**src/rtl/csr_counter_pkg.sv**
```systemverilog
// Shared CSR definitions for the RudolV machine counter unit: addresses,
// modify encoding and the read-modify-write helper used on each 32-bit half.
package csr_counter_pkg;

  localparam logic [11:0] CsrMcycle    = 12'hB00;
  localparam logic [11:0] CsrMinstret  = 12'hB02;
  localparam logic [11:0] CsrMcycleh   = 12'hB80;
  localparam logic [11:0] CsrMinstreth = 12'hB82;
  localparam logic [11:0] CsrCycle     = 12'hC00;
  localparam logic [11:0] CsrTime      = 12'hC01;
  localparam logic [11:0] CsrInstret   = 12'hC02;
  localparam logic [11:0] CsrCycleh    = 12'hC80;
  localparam logic [11:0] CsrTimeh     = 12'hC81;
  localparam logic [11:0] CsrInstreth  = 12'hC82;

  // Codes with bit 2 set are reserved and behave like ModNone.
  typedef enum logic [2:0] {
    ModNone  = 3'b000,
    ModWrite = 3'b001,
    ModSet   = 3'b010,
    ModClear = 3'b011
  } modify_e;

  function automatic logic is_modify(logic [2:0] op);
    return (op == ModWrite) || (op == ModSet) || (op == ModClear);
  endfunction

  function automatic logic [31:0] apply_modify(logic [31:0] old_half, logic [2:0] op,
                                               logic [31:0] operand);
    logic [31:0] res;
    case (op)
      ModWrite: res = operand;
      ModSet:   res = old_half | operand;
      ModClear: res = old_half & ~operand;
      default:  res = old_half;
    endcase
    return res;
  endfunction

endpackage

```
**src/rtl/counter64.sv**
```systemverilog
// 64-bit counter with increment enable and a 32-bit half modify port.
// A modify replaces the increment for the whole counter in that cycle.
module counter64
  import csr_counter_pkg::*;
(
  input  logic        clk,
  input  logic        rstn,
  input  logic        inc,
  input  logic        mod_en,
  input  logic        mod_hi,
  input  logic [2:0]  mod_op,
  input  logic [31:0] mod_data,
  output logic [63:0] value
);

  logic [63:0] value_q, value_d;
  logic [31:0] old_half;
  logic [31:0] new_half;

  always_comb begin
    old_half = mod_hi ? value_q[63:32] : value_q[31:0];
    new_half = apply_modify(old_half, mod_op, mod_data);
    value_d  = value_q + {63'd0, inc};
    if (mod_en) begin
      value_d = mod_hi ? {new_half, value_q[31:0]} : {value_q[63:32], new_half};
    end
  end

  always_ff @(posedge clk or negedge rstn) begin
    if (!rstn) begin
      value_q <= 64'd0;
    end else begin
      value_q <= value_d;
    end
  end

  assign value = value_q;

endmodule

```
**src/rtl/csr_counter.sv**
```systemverilog
// Machine cycle/instret/time CSR unit: address decode, counter modify steering
// and a registered, OR-combinable read response.
module csr_counter
  import csr_counter_pkg::*;
(
  input  logic        clk,
  input  logic        rstn,
  input  logic        retired,
  input  logic        read,
  input  logic [2:0]  modify,
  input  logic [31:0] wdata,
  input  logic [11:0] addr,
  output logic [31:0] rdata,
  output logic        valid
);

  logic [63:0] cycle_val;
  logic [63:0] instret_val;
  logic        mod_active;
  logic        cycle_mod;
  logic        instret_mod;
  logic        rd_hit;
  logic [31:0] rd_val;
  logic [31:0] rdata_q, rdata_d;
  logic        valid_q, valid_d;

  assign mod_active  = is_modify(modify);
  assign cycle_mod   = mod_active && ((addr == CsrMcycle) || (addr == CsrMcycleh));
  assign instret_mod = mod_active && ((addr == CsrMinstret) || (addr == CsrMinstreth));

  // Both R/W high-half addresses differ from their low halves only in bit 7.
  counter64 u_cycle (
    .clk      (clk),
    .rstn     (rstn),
    .inc      (1'b1),
    .mod_en   (cycle_mod),
    .mod_hi   (addr[7]),
    .mod_op   (modify),
    .mod_data (wdata),
    .value    (cycle_val)
  );

  counter64 u_instret (
    .clk      (clk),
    .rstn     (rstn),
    .inc      (retired),
    .mod_en   (instret_mod),
    .mod_hi   (addr[7]),
    .mod_op   (modify),
    .mod_data (wdata),
    .value    (instret_val)
  );

  always_comb begin
    rd_hit = 1'b0;
    rd_val = 32'd0;
    case (addr)
      CsrMcycle, CsrCycle, CsrTime: begin
        rd_hit = 1'b1;
        rd_val = cycle_val[31:0];
      end
      CsrMcycleh, CsrCycleh, CsrTimeh: begin
        rd_hit = 1'b1;
        rd_val = cycle_val[63:32];
      end
      CsrMinstret, CsrInstret: begin
        rd_hit = 1'b1;
        rd_val = instret_val[31:0];
      end
      CsrMinstreth, CsrInstreth: begin
        rd_hit = 1'b1;
        rd_val = instret_val[63:32];
      end
      default: ;
    endcase
  end

  // Zero data on a miss keeps the bus OR-combinable with other CSR units.
  always_comb begin
    valid_d = read && rd_hit;
    rdata_d = valid_d ? rd_val : 32'd0;
  end

  always_ff @(posedge clk or negedge rstn) begin
    if (!rstn) begin
      rdata_q <= 32'd0;
      valid_q <= 1'b0;
    end else begin
      rdata_q <= rdata_d;
      valid_q <= valid_d;
    end
  end

  assign rdata = rdata_q;
  assign valid = valid_q;

endmodule

```
**config.mk**
```make
export PLATFORM = sky130hd
export DESIGN_NAME = csr_counter
export DESIGN_NICKNAME = d
export VERILOG_FILES = /design/src/rtl/csr_counter_pkg.sv /design/src/rtl/counter64.sv /design/src/rtl/csr_counter.sv
export SDC_FILE = /design/constraint.sdc
export NUM_CORES = 1
export LEC_CHECK = 0
export BUFFER_PORTS_ARGS = -buffer_cell sky130_fd_sc_hd__buf_2
export CAP_MARGIN = 25
export CORE_ASPECT_RATIO = 0.7
export CORE_MARGIN = 3
export CORE_UTILIZATION = 35
export DETAILED_ROUTE_END_ITERATION = 12
export HOLD_SLACK_MARGIN = 0.05
export PLACE_DENSITY = 0.58
export REMOVE_ABC_BUFFERS = 1
export SLEW_MARGIN = 20
export SYNTH_ARGS = -nofsm -noshare
export SYNTH_HDL_FRONTEND = slang
export SYNTH_SLANG_ARGS = --single-unit
```
**constraint.sdc**
```tcl
create_clock -name clk -period 2.6 [get_ports clk]
set_input_delay 0.13 -clock clk [delete_from_list [all_inputs] [get_ports clk]]
set_output_delay 0.13 -clock clk [all_outputs]
set_load 0.02 [all_outputs]
```
* Yosys cells after proc, flatten, opt, wreduce, memory -nomap -nowiden
Cells that the tools add are included.
** Word-level totals
- Bits of input ports :: 51
- Word-level logic and storage cells :: 53
- Output and inout port bits :: 33
- Register bits after elaboration :: 161
** Operators by class
- Add/subtract/negate cells :: 2
- Bitwise operators :: 5
- Reductions and logical operators :: 12
- Muxes and demuxes :: 11
- Eq/ne operators :: 17
** Operator list (count)
- 2-to-1 mux 64 bit :: 4
- one-hot mux 32 bit (3 select lines) :: 2
- one-hot mux 32 bit (4 select lines) :: 1
- equality test 12 bit, second input constant :: 10
- 2-to-1 mux 32 bit :: 3
- adder 64 x 1 -> 64 bit :: 1
- adder 64 x 1 -> 64 bit, second input constant :: 1
- AND 32 bit :: 2
- OR 32 bit :: 2
- NOT 32 bit :: 1
- OR reduction 10 bit :: 1
- inequality test 2 bit, second input constant :: 4
- equality test 3 x 2 -> 1 bit, second input constant :: 2
- OR reduction 3 bit :: 2
- logical OR 1 bit :: 4
- OR reduction 2 bit :: 2
- equality test 3 x 1 -> 1 bit, second input constant :: 1
- logical AND 1 bit :: 3
- 2-to-1 mux 1 bit :: 1

* Longest topological paths before layout
Gate-level depths: netlist of the first run.
- Depth after elaboration :: 5
- Mapped depth :: 10
- Mapped depth without buffers :: 8

* Cells and area by module
Synthesis of the first run repeated with hierarchy kept, for this count alone.
** Unflattened totals
- Cells, all modules :: 1572
- Area, all modules :: 13546.7 um2
** Modules (own cells, without submodules)
- counter64 :: area each 5293.8 um2, instances 2, cells an instance 660
- csr_counter :: area each 2959.1 um2, instances 1, cells an instance 252

* Worst setup path before layout of the first run
OpenSTA, ideal clock, no wires.
- Path kind :: reg-to-reg
- Start point :: register u_instret.value_q[15], in the netlist u_instret.value[15]
- End point :: register u_instret.value_q[49], in the netlist u_instret.value[49]
- Period minus slack after synthesis :: 2.195 ns
- Arrival :: 2.118 ns
- Cell stages (with the launch flop) :: 8
- Path buffers :: 1
- Path slack :: 0.405 ns
- Library setup time :: 0.077 ns
- Required time :: 2.523 ns
- Cells stage by stage :: dfrtp_1 buf_2 nand4_2 nor4_4 nand3_1 nor4b_1 mux2_2 a21oi_1
** Between the ends
- Word-level cells in the longest chain between the ends :: 2
** Ends and longest elaborated chain
- from (decl) :: RTL line counter64.sv:16 : logic [63:0] value_q, value_d;
- from (signal assigned) :: RTL line counter64.sv:33 : value_q <= value_d;
- adder 64 x 1 -> 64 bit :: RTL line counter64.sv:23 : value_d = value_q + {63'd0, inc};
- 2-to-1 mux 64 bit :: RTL line counter64.sv:24 : if (mod_en) begin
No other way between the ends.
A chain may end at the register's enable or synchronous reset.

* Worst setup path in the final report of the first run
- Start point :: register u_instret.value_q[0], in the netlist u_instret.value[0]
- End point :: register u_instret.value_q[38], in the netlist u_instret.value[38]
The elaborated chain is that of the path after synthesis.

==> key figures, run 1 <==
Run status
  • Run status: complete, no violations

STA
  • Fin. Hold Viols: 0
  • Worst-Margin Slew: just over 0.9 ns
  • RSZ-0062 raised after global routing: false
  • Worst-case headroom to the max-slew limit: 38.7%
  • Fraction of the cycle the final worst path needs: 95.7%
  • Fmax: 402 MHz
  • Final Max Tran Viols: 0
  • Final worst clock skew: 0.0138 ns
  • Final setup margin: approximately 0.11 ns
  • Final critical delay including setup and external delays: between 2 and 2.5 ns
  • Final setup vio count: 0

Critical path
  • Sequence of cells on the critical path: ha_1, ha_1, and3_1, nand2_2, nor3_1, mux2i_1, o311a_1
  • CP startpoint kind: flop
  • Endpoint arrival time on the critical path: approximately 2.9 ns
  • Data required time at the worst endpoint: approximately 3 ns
  • Classification of the worst setup path: reg -> reg
  • Number of buffers and inverters on the critical path: 0
  • CP max stage delay: about 0.44 ns
  • Largest fanout of any net on the critical path: 10
  • Cell with the largest stage delay on the worst path: and3_1
  • Critical path capture point type: flop
  • Cell mode on critical path: ha_1
  • Gate family responsible for the most delay along the worst path: simple AND/OR/NAND/NOR gates

Pwr
  • Total power density per cell area: a little under 500 nW/µm²
  • Cell leakage power: ~0.006 µW
  • VDD IR-drop max: 392 µV
  • Total power: 6920 µW

Global route
  • Total GRT Usage: between 20% and 30%
  • Initial antenna violation count: 1
  • Pin count of the biggest net entering global routing: a little over 60
  • Total congestion overflow: 0
  • First-pass GRT wire length: around 80 mm
  • Vias in the first global route: between 10000 and 15000

Logic synthesis
  • Number of synthesized flops with an enable pin: 0
  • Share of flip-flops with an asynchronous set or reset after synthesis: between 90% and 100%
  • Unique cell type count in the Yosys netlist: 80
  • Main synth FF type: dfrtp_1
  • Post-Synthesis Mean Instance Area: 8.32 µm²
  • Sequential fraction of the synthesis area: roughly 34%
  • Total standard cell area after synthesis: 12000 µm²
  • Yosys warns: 0
  • #FFs+latches synth: around 160
  • Post-synthesis cell count: ~1400

Routing
  • # DRC: 0
  • Total via count in the routed design: ~13000
  • Routed length per instance: 26.7 µm
  • Number of design-rule violations left by the first detailed-router iteration: between 1500 and 2000
  • Number of nets with antenna violations after routing: 0
  • Routed via count divided by cell count: between 6 and 7
  • Total wire length: about 54 mm
  • Pre-antenna DRT Iters: 6

Place
  • Routability cong.: about 1
  • Pre-CTS setup slack: -0.196 ns
  • Final HPWL from detailed placement: roughly 40 mm
  • Port bufs: between 80 and 90

Clocking
  • H-tree lvl count: 4
  • Number of sinks driven by the clock tree: 161
  • Post CTS Setup Buffer Count: 0
  • Later-pin clock latency in the skew report: between 0.4 and 0.5 ns
  • Clock Path Buffers: 2
  • CTS tree: done
  • Total CTS buffers: 17
  • Cell chosen for the clock root: clkbuf_16
  • Clock slew at reported path FFs: around 0.07 ns

Die
  • Die extent in y: approximately 160 µm
  • Die footprint: 36600 µm²
  • Starting Density: a little over a third
  • Horizontal die dimension: roughly 230 µm
  • Io pins: between 80 and 90
  • Area of the core region: around 34000 µm²
  • Cell row count: 56

Job
  • Max capacitance violation total: 0

Min path
  • Class of the worst hold path: in -> reg

Finish
  • Count of nets after finishing: 1617
  • Fraction of final layout cells with drive strength greater than 1: approximately 20%
  • Post-synthesis to final-layout area growth: 19.1%
## where the power goes
part           internal, µW  leakage, µW  switching [µW]
clock network          1710     0.000316            1130
registers              2640      0.00205             252
logic                   440      0.00362             751
total                  4790      0.00598            2130
## per-stage QoR
step           hold slack (ns)  utilization [%]  area, µm²  setup TNS [ns]  cells
3_3_place_gp             0.151             40.4      13600          -0.145   1977
3_5_place_dp             0.159             40.4      13600          -0.470   1977
5_1_grt                 0.0742             42.5      14300               0   2011
6_report                0.0766             42.5      14300               0   2012
2_1_floorplan           -0.166                -      11500          -10.19   1330
4_1_cts                 0.0587             42.4      14200               0   2010
## area by class of cell
cell class,count,area (µm²)
fillers,3360,19300
multi-input cells,1135,7460
flip-flops and latches,161,4030
repair buffers,214,1490
well taps,435,544
clock buffers,22,484
clock inverters,9,153
inverters,34,128
diodes,2,5.00
## final timing paths
path,startpoint,to,slack [ns],cells after the start
min in group asynchronous,rstn,u_cycle.value[36],0.23,2
worst max register to register,u_instret.value[0],u_instret.value[38],0.11,7
max in group asynchronous,rstn,u_instret.value[8],1.53,3
worst min-delay path,wdata[2],u_instret.value[34],0.08,3
worst min register to register,u_instret.value[60],u_instret.value[60],0.57,1
worst max-delay path,u_instret.value[0],u_instret.value[38],0.11,7
## flip-flops by register name, summed over array words and instances (netlist names)
signal           count
u_instret.value     64
valid                1
u_cycle.value       64
rdata               32
## layout by cell type, fill, tap and decap left out, drive strengths merged, types with 18 or more instances in the layout
master / instances
nand3: 72
a222oi: 23
clkbuf: 22
inv: 35
mux2: 25
mux2i: 83
xor2: 18
and3: 26
dfrtp: 161
xnor2: 45
a21oi: 96
nor2: 121
nand2: 115
o22ai: 36
nand4: 50
and2: 42
a211oi: 32
buf: 212
nor3: 57
nor4: 22
o21ai: 68
## timing repair
action,4_1_cts,5_1_grt
endpoints found under the hold margin,58,0
gates resized for setup,1,6
setup endpoints to repair,9,11
hold buffers,2,0
gates cloned,0,0
## worst register-to-register path, cell delays in order (launching register included)
cell and delay [ns]:
dfrtp_1 0.38, ha_1 0.23, ha_1 0.21, and3_1 0.45, nand2_2 0.30, nor3_1 0.43
mux2i_1 0.25, o311a_1 0.18
## kinds of logic (layout without fill, tap and decap cells)
family,count (synthesis),in the layout,synth area share (%)
xor+xnor,63,63,4.60
flops,161,161,33.6
simple gates,571,571,25.2
buf+inv,146,279,4.94
fa+ha+maj,3,3,0.313
other cells,0,2,0
mux,108,108,9.27
compound gates,390,390,22.1
## layer usage
layer	GRT usage [%]	wire length [µm]	vias to the layer above
met5	0	0	-
met4	6.84	1040	0
met3	7.73	6250	66
met2	39.8	21600	780
met1	45.8	24800	6314
li1	-	-	5677
## synth_stat cells (42+ instances only)
master      n  area share (%)
nand2_1   114             3.6
and2_1     42             2.2
a21oi_1    96             4.0
nand4_1    45             2.3
xnor2_1    45             3.3
mux2i_1    83             6.9
clkbuf_1   66             2.1
nand3_1    70             2.9
nor3_1     55             2.3
dfrtp_1   161              34
o21ai_0    66             2.8
nor2_1    120             3.8
Note: power is estimated with default switching activity, not from simulation.
==> run 2: changes to the inputs <==
- MAX_ROUTING_LAYER: unset -> met4
==> key figures, run 2 (synthesis gave the netlist of run 1 again) <==
Run status
  • Run status: complete, no violations

STA
  • RSZ-0062 raised after global routing: false
  • Fraction of the cycle the final worst path needs: 95.8% (about the same)
  • Final setup vio count: 0 (unchanged)
  • Final worst clock skew: 0.0144 ns (+0.000602 ns)
  • Fin. Hold Viols: 0 (unchanged)
  • Fmax: 401 MHz (about the same)
  • Worst-case headroom to the max-slew limit: 33.7% (-5.0 points)
  • Final critical delay including setup and external delays: 2.49 ns (+0.00222 ns)
  • Final Max Tran Viols: 0 (unchanged)
  • Worst-Margin Slew: 0.990 ns (+0.0749 ns)

Clocking
  • Clock Path Buffers: 2 (unchanged)
  • Clock slew at reported path FFs: 0.07 ns (about the same)
  • Number of sinks driven by the clock tree: 161 (unchanged)
  • CTS tree: done
  • Total CTS buffers: 17 (unchanged)
  • Later-pin clock latency in the skew report: 0.47 ns (about the same)
  • H-tree lvl count: 4 (unchanged)
  • Cell chosen for the clock root: clkbuf_16

Die
  • Area of the core region: 33600 µm² (unchanged)
  • Io pins: 84 (unchanged)
  • Starting Density: 35.7% (unchanged)
  • Die footprint: 36600 µm² (unchanged)
  • Horizontal die dimension: 227 µm (unchanged)
  • Die extent in y: 161 µm (unchanged)
  • Cell row count: 56 (unchanged)

Place
  • Final HPWL from detailed placement: 40.1 mm (-0.65%)
  • Port bufs: 83 (unchanged)
  • Number of instances in the placed design: 1982 (+0.25%)
  • Routability cong.: 1.03 (+0.46%)

Routing
  • Total wire length: 54.5 mm (+1.4%)
  • Number of nets with antenna violations after routing: 0 (unchanged)
  • # DRC: 0 (unchanged)
  • Pre-antenna DRT Iters: 7 (+1)
  • Total via count in the routed design: 13019 (+1.4%)
  • Routed via count divided by cell count: 6.45 (+1.1%)
  • Number of design-rule violations left by the first detailed-router iteration: 1780 (-8.9%)
  • Routed length per instance: 27.0 µm (+1.1%)

Critical path
  • CP startpoint kind: flop
  • Critical path capture point type: flop
  • Gate family responsible for the most delay along the worst path: simple AND/OR/NAND/NOR gates
  • CP max stage delay: 0.47 ns (+0.03 ns)
  • Data required time at the worst endpoint: 2.94 ns (-0.05 ns)
  • Cell mode on critical path: buf_4
  • Sequence of cells on the critical path: nand3_1, nor3_1, buf_4, nand4_1, buf_4, nor4_1, buf_4, xnor2_1, o21ai_0
  • Number of buffers and inverters on the critical path: 3 (+3)
  • Endpoint arrival time on the critical path: 2.83 ns (-0.05 ns)
  • Classification of the worst setup path: reg -> reg
  • Cell with the largest stage delay on the worst path: dfrtp_1
  • Largest fanout of any net on the critical path: 6 (-4)

Job
  • Max capacitance violation total: 0 (unchanged)

Global route
  • Total congestion overflow: 0 (unchanged)
  • Initial antenna violation count: 0 (-1)
  • Vias in the first global route: 12187 (+2.5%)
  • Pin count of the biggest net entering global routing: 57 (-8.1%)
  • Total GRT Usage: 30.7% (+1.3 points)
  • First-pass GRT wire length: 80.9 mm (+1.5%)

Pwr
  • Net Sw Frac: 31.8% (+0.98 points)
  • Clock network fraction of design power: 39.5% (-1.5 points)
  • Cell leakage power: 0.00600 µW (+0.20%)
  • Switching component of the power: 2150 µW (+0.82%)
  • VDD IR-drop max: 469 µV (+20%)
  • Internal portion of total power: 4610 µW (-3.7%)
  • Combinational Power Share: 18.0% (+0.8 points)
  • Total power density per cell area: 474 nW/µm² (-2.2%)
  • Relative contribution of sequential cells to total power: 42.5% (+0.7 points)

Finish
  • Commonest cells after routing, fill and taps aside: dfrtp_1, buf_4, nor2_1, nand2_1, a21oi_1
  • Most common cell after layout, fill and taps aside: dfrtp_1
  • Post-synthesis to final-layout area growth: 19.0% (about the same)
  • Final Util: 42.5% (about the same)
  • Fraction of final layout cells with drive strength greater than 1: 19.9% (-0.088 points)
  • Layout Cells excl Fill: 2018 (+0.30%)
  • Count of nets after finishing: 1624 (+0.43%)

Min path
  • Class of the worst hold path: in -> reg
run 2: changes by cell type in the layout (fill, tap and decap cells not counted), sizes merged:
cell / delta
buf: +5
clkbuf: -2
clkinv: +2
clkinvlp: +2
dlygate4sd3: +2
bufinv: -1
diode: -1
inv: -1
run 2: cell type report:
cell class,count,area (µm²)
antenna,1,2.50
clock buffer,20,447
clock inverter,11,139
fill,3309,19400
inverter,34,128
multi-input combinational,1135,7430
sequential,161,4030
tap,435,544
timing repair buffer,221,1560
run 2: stage by stage:
step	power [µW]	instance area (µm²)	hold slack (ns)	setup TNS, ns	setup slack, ns
3_5_place_dp	4090	13600	0.132	-0.260	-0.0865
4_1_cts	6760	14300	0.0700	0	0.138
6_report	6760	14300	0.0826	0	0.109
2_1_floorplan	3430	11500	-0.166	-10.19	-0.465
5_1_grt	7000	14300	0.106	0	0.0189
3_3_place_gp	4080	13600	0.135	-0.650	-0.136
run 2: power by group through the flow:
| stage | Sequential [µW] | Combinational [µW] | Clock (µW) |
|---|---|---|---|
| finish | 2880 | 1220 | 2670 |
| global route | 2900 | 1310 | 2790 |
| CTS | 2860 | 1200 | 2700 |
| detailed placement | 2910 | 1190 | 0 |
| global placement | 2900 | 1180 | 0 |
| floorplan | 2860 | 579 | 0 |
run 2: final timing paths:
| kind | end | from | cells after the start | slack, ns |
|---|---|---|---|---|
| max | u_cycle.value[50] | u_cycle.value[27] | 9 | 0.11 |
| min | u_instret.value[44] | wdata[12] | 3 | 0.08 |
| max reg2reg | u_cycle.value[50] | u_cycle.value[27] | 9 | 0.11 |
| min reg2reg | u_cycle.value[37] | u_cycle.value[37] | 1 | 0.56 |
| max in group asynchronous | u_instret.value[24] | rstn | 3 | 1.65 |
| min in group asynchronous | u_cycle.value[37] | rstn | 2 | 0.19 |
run 2: what timing repair did:
item | 4_1_cts | 5_1_grt
buffers inserted | 0 | 0
endpoints found under the hold margin | 54 | 0
hold buffers | 4 | 0
pin swaps | 0 | 1
cloned | 0 | 0
gates resized for setup | 1 | 2
setup endpoints to repair | 7 | 9
run 2: worst reg2reg max path, cell delays in order (launching register included):
cell	delay (ns)
dfrtp_1	0.47
nand3_1	0.29
nor3_1	0.38
buf_4	0.19
nand4_1	0.12
buf_4	0.21
nor4_1	0.32
buf_4	0.20
xnor2_1	0.12
o21ai_0	0.09
run 2: layer usage:
| metal | track usage [%] | part of all wire [%] | vias up |
|---|---|---|---|
| li1 | - | - | 5684 |
| met1 | 46.2 | 47 | 6413 |
| met2 | 41.0 | 40 | 833 |
| met3 | 7.02 | 11 | 89 |
| met4 | 7.61 | 2.2 | 0 |
| met5 | - | 0 | - |
